`config.mk`:
```
export PLATFORM = sky130hd
export DESIGN_NAME = serial_frame_deserializer
export DESIGN_NICKNAME = d
export VERILOG_FILES = /design/src/rtl/serial_frame_deserializer.sv
export SDC_FILE = /design/constraint.sdc
export NUM_CORES = 1
export LEC_CHECK = 0
export ABC_AREA = 1
export CORE_MARGIN = 3
export CORE_UTILIZATION = 45
export DETAILED_ROUTE_END_ITERATION = 8
export PLACE_DENSITY = 0.79
export SKIP_LAST_GASP = 1
export SYNTH_ARGS = -nofsm -noshare
export SYNTH_HDL_FRONTEND = slang
export SYNTH_SLANG_ARGS = --single-unit
```
`constraint.sdc`:
```
create_clock -name clk -period 1.05 [get_ports clk]
set_input_delay 0.21 -clock clk [delete_from_list [all_inputs] [get_ports clk]]
set_output_delay 0.21 -clock clk [all_outputs]
set_load 0.01 [all_outputs]
```
`src/rtl/serial_frame_deserializer.sv`:
```
// Frames a bit-enabled serial stream (start, WIDTH data MSB first, even parity, stop=0)
// into a single-entry valid/ready output register with one-cycle error/overrun pulses.
module serial_frame_deserializer #(
    parameter int WIDTH = 4
) (
    input  logic             clk,
    input  logic             clr_n,
    input  logic             bit_in,
    input  logic             bit_en,
    output logic [WIDTH-1:0] word_out,
    output logic             word_valid,
    input  logic             word_ready,
    output logic             parity_err,
    output logic             frame_err,
    output logic             overrun
);
    localparam int CW = $clog2(WIDTH);

    typedef enum logic [1:0] {S_IDLE, S_DATA, S_PARITY, S_STOP} state_t;

    state_t           r_state;
    state_t           w_state_nxt;
    logic [WIDTH-1:0] r_sh;
    logic [WIDTH-1:0] r_word;
    logic [CW-1:0]    r_cnt;
    logic             r_par_bad;
    logic             r_valid;
    logic             r_perr;
    logic             r_ferr;
    logic             r_ovr;

    logic             w_cnt_clr;
    logic             w_shift;
    logic             w_par_cap;
    logic             w_good;
    logic             w_perr;
    logic             w_ferr;
    logic             w_load;
    logic             w_ovr;

    always_comb begin
        w_state_nxt = r_state;
        w_cnt_clr   = 1'b0;
        w_shift     = 1'b0;
        w_par_cap   = 1'b0;
        w_good      = 1'b0;
        w_perr      = 1'b0;
        w_ferr      = 1'b0;
        if (bit_en) begin
            case (r_state)
                S_IDLE: begin
                    if (bit_in) begin
                        w_state_nxt = S_DATA;
                        w_cnt_clr   = 1'b1;
                    end
                end
                S_DATA: begin
                    w_shift = 1'b1;
                    if (r_cnt == CW'(WIDTH - 1)) w_state_nxt = S_PARITY;
                end
                S_PARITY: begin
                    w_par_cap   = 1'b1;
                    w_state_nxt = S_STOP;
                end
                S_STOP: begin
                    w_state_nxt = S_IDLE;
                    // A bad stop bit outranks a bad parity bit.
                    if (bit_in)         w_ferr = 1'b1;
                    else if (r_par_bad) w_perr = 1'b1;
                    else                w_good = 1'b1;
                end
                default: w_state_nxt = S_IDLE;
            endcase
        end
    end

    // A same-edge accept frees the register, so back-to-back words see no gap.
    assign w_load = w_good & (~r_valid | word_ready);
    assign w_ovr  = w_good & r_valid & ~word_ready;

    always_ff @(posedge clk or negedge clr_n) begin
        if (!clr_n) begin
            r_state   <= S_IDLE;
            r_sh      <= '0;
            r_cnt     <= '0;
            r_par_bad <= 1'b0;
            r_word    <= '0;
            r_valid   <= 1'b0;
            r_perr    <= 1'b0;
            r_ferr    <= 1'b0;
            r_ovr     <= 1'b0;
        end else begin
            r_state <= w_state_nxt;
            r_perr  <= w_perr;
            r_ferr  <= w_ferr;
            r_ovr   <= w_ovr;
            if (w_cnt_clr) r_cnt <= '0;
            else if (w_shift) r_cnt <= r_cnt + CW'(1);
            if (w_shift) r_sh <= {r_sh[WIDTH-2:0], bit_in};
            if (w_par_cap) r_par_bad <= (^r_sh) ^ bit_in;
            if (w_load) begin
                r_word  <= r_sh;
                r_valid <= 1'b1;
            end else if (r_valid && word_ready) begin
                r_valid <= 1'b0;
            end
        end
    end

    assign word_out   = r_word;
    assign word_valid = r_valid;
    assign parity_err = r_perr;
    assign frame_err  = r_ferr;
    assign overrun    = r_ovr;
endmodule

```
==> run summary <==
- **Clock Latency Late Sink** 290 ps
- **GR Util All Layers** 16.1%
- **first-pass iteration count of the detailed router** 4
- **Die Area** 2320 µm²
- **pre-CTS setup slack** -367 ps
- **via count of the first global-routing pass** 628
- **RSZ-0062 raised after global routing** true
- **upper clock frequency limit** 833 MHz
- **TritonCTS clock tree** done
- **Reg area** 427 µm²
- **clock tree sinks** 17
- **clock edge transition at the registers on the reported setup and hold paths** 90 ps
- **violated checks** negative setup slack
- **R2R Setup Slk** -140 ps
- **Flop pwr share** 39.7%
- **total grt overflow** 0
- **Core Region** 1590 µm²
- **final clock skew** 1.60 ps
- **Power Internal** 0.00165 W
- **launching element of the worst setup path** bit_en
- **quantity of I/O buffers inserted on ports** 12
- **transition time at the pin with the least slew margin** 279 ps
- **vias post-DR** 705
- **number of nets with antenna violations after detailed routing** 0
- **max-cap check violation count** 0
- **endpoint of the worst register-to-register path** word_out[0]
- **status** finished, violations left
- **antenna violations before repair** 0
- **Slew Limit Fails** 0
- **final critical-path share of the clock period** 114%
- **Max IR drop VDD** 1.17 mV
- **synth-to-layout area growth** 44.1%
- **Die Ht** 48.2 µm
- **worst max-slew margin expressed relative to the limit** 81.3%
- **Final Hold Violating Endpoints** 0
- **TritonCTS buffer count** 3
- **Comb power frac** 47.4%
- **#FFs+latches synth** 17
- **Critical Path End Type** flop
- **arrival time worst endpoint** 1380 ps
- **final worst path period need** 1200 ps
- **count of endpoints failing setup in the final report** 15
- **combined area of the multi-input logic cells** 377 µm²
- **number of cell rows** 14
- **number of nets in the synthesized netlist** 97
- **number of buffers on the longest clock path** 2
- **global-route wire length before repair** 2480 µm
- **Routed WL per cell** 11.7 µm
- **total half-perimeter wirelength after legalization and detailed placement** 1170 µm
- **endpoint required time on the critical path** 1230 ps
- **Ant. Diodes** 0
- **final routed wirelength across all metal layers** 1700 µm
- **Cell Pwr Density** 2310 nW/µm²
- **R2R depth** 6
- **most common library cell in the layout ignoring fill and taps** sky130_fd_sc_hd__nand2_1
- **worst path setup slack after routing** -151 ps
- **portion of the post-synthesis area used by sequential elements** 53.1%
- **Synth warnings** 0
- **via density per instance** 4.83
- **I/O pin total** 13
- **Critical Path Fanout Max** 6
- **Initial Utilization** 50.2%
- **count of cell types in the netlist** 18
- **clock tree root buffer cell** sky130_fd_sc_hd__clkbuf_4
- **NumNets Final** 133
- **startpoint of the worst register-to-register path** r_state[0]
- **Die Width** 48.2 µm
- **Synth Area per Inst** 9.20 µm²
- **layout filler cell count** 121
- **worst min-delay path class** input pin to asynchronous set/reset pin
- **element type at the critical path start** input pin
- **power dissipated by switching net loads** 0.00101 W
- **clock group share of total power** 12.8%
- **critical path class** input pin to flop
- **post-synthesis cell count** 87
- **gpl congestion** 0.698
- **ratio of cells with drive above 1 in the final layout** 41.0%
- **pin count of the biggest net entering global routing** 18
- **fraction of power spent switching nets** 37.9%
- **DR DRC count** 0
- **fraction of the core area covered by cells at the end of the flow** 72.4%
- **combined area of all synthesized cells** 801 µm²
- **Leak** 0.594 nW
- **Initial DRC Count** 12
- **H-tree depth reported by CTS** 1
- **leading cell types in the layout, fill and taps excluded** sky130_fd_sc_hd__nand2_1, sky130_fd_sc_hd__dfrtp_1, sky130_fd_sc_hd__buf_4, sky130_fd_sc_hd__o21ai_1, sky130_fd_sc_hd__inv_1
==> how the worst max path moves through the flow <==
stage                       end  slack [ps]  cells past startpoint
floorplan              r_cnt[1]         -30                      7
global placement    word_out[1]        -330                      6
detailed placement  word_out[0]        -370                      6
CTS                  r_state[0]        -120                      7
global route         r_state[0]        -230                      7
finish              word_out[0]        -150                      6
==> cells in the mapped netlist <==
cell type                 instances  share of area (%)
sky130_fd_sc_hd__nand2_1         22                 10
sky130_fd_sc_hd__dfrtp_1         17                 53
sky130_fd_sc_hd__nor4_1           1               0.78
sky130_fd_sc_hd__a21oi_1          1               0.62
sky130_fd_sc_hd__buf_2            1               0.62
sky130_fd_sc_hd__nor2_1           1               0.47
sky130_fd_sc_hd__nand3_4          1                2.2
sky130_fd_sc_hd__nor2_4           1                1.4
sky130_fd_sc_hd__o21ai_1          6                3.8
sky130_fd_sc_hd__nand3_1          5                3.1
sky130_fd_sc_hd__inv_2            1               0.47
sky130_fd_sc_hd__o21ai_0          8                5.0
sky130_fd_sc_hd__xnor2_1          1                1.1
sky130_fd_sc_hd__nor3b_1          1               0.94
sky130_fd_sc_hd__a21oi_2          1                1.1
sky130_fd_sc_hd__ha_1             5                7.8
sky130_fd_sc_hd__nand2_2          2                1.6
sky130_fd_sc_hd__inv_1           12                5.6
==> metrics by stage <==
| step | setup TNS (ps) | area (µm²) | power, W | instances | hold slack (ps) |
|---|---|---|---|---|---|
| 2_1_floorplan | -150 | 816 | 0.00168 | 87 | -85.6 |
| 3_3_place_gp | -4330 | 1050 | 0.00205 | 132 | 475 |
| 3_5_place_dp | -5130 | 1050 | 0.00212 | 132 | 494 |
| 4_1_cts | -1320 | 1130 | 0.00261 | 144 | 247 |
| 5_1_grt | -2480 | 1150 | 0.00290 | 146 | 241 |
| 6_report | -1360 | 1150 | 0.00266 | 146 | 245 |
==> what timing repair did <==
item	4_1_cts	5_1_grt
setup buffers	7	1
gates resized for setup	41	11
endpoints found under the setup margin	23	22
gates cloned	1	1
hold buffers	0	0
pin swaps	2	2
==> flip-flops by register name, summed over array words and instances (netlist names) <==
name	count
r_state	2
r_sh	4
overrun	1
parity_err	1
r_cnt	2
word_out	4
frame_err	1
word_valid	1
r_par_bad	1
==> critical path: stages <==
cell	delay, ps
sky130_fd_sc_hd__clkdlybuf4s50_1	630
sky130_fd_sc_hd__nand2_2	140
sky130_fd_sc_hd__nor2_4	140
sky130_fd_sc_hd__nand3_4	120
sky130_fd_sc_hd__nand2_1	70
sky130_fd_sc_hd__o21ai_1	70
==> metal layers <==
layer	GRT usage [%]	wire, µm
met3	4.80	76
met5	0	0
met2	27.3	839
met4	11.8	64
met1	16.6	723
==> cell type report <==
type | instances | share of cell area [%]
flip-flops and latches | 17 | 37.0
multi-input cells | 57 | 32.6
repair buffers | 31 | 21.3
inverters | 13 | 4.23
well taps | 24 | 2.60
clock buffers | 4 | 2.28
==> power groups by stage <==
stage	combinational [W]	clock (W)	sequential, W
after global routing	0.00143	0.000386	0.00108
final	0.00126	0.000341	0.00106
after floorplan	0.000612	0	0.00107
after global placement	0.000997	0	0.00106
after detailed placement	0.00106	0	0.00107
after CTS	0.00120	0.000350	0.00105
==> logic make-up after synthesis <==
kind of cell    count (synthesis)  synth area share (%)
fa+ha+maj                       5                  7.81
flops                          17                  53.1
compound gates                 16                  10.5
buf+inv                        14                  6.72
xor+xnor                        1                  1.09
simple gates                   34                  20.8
Note: power is estimated with default switching activity, not from simulation.
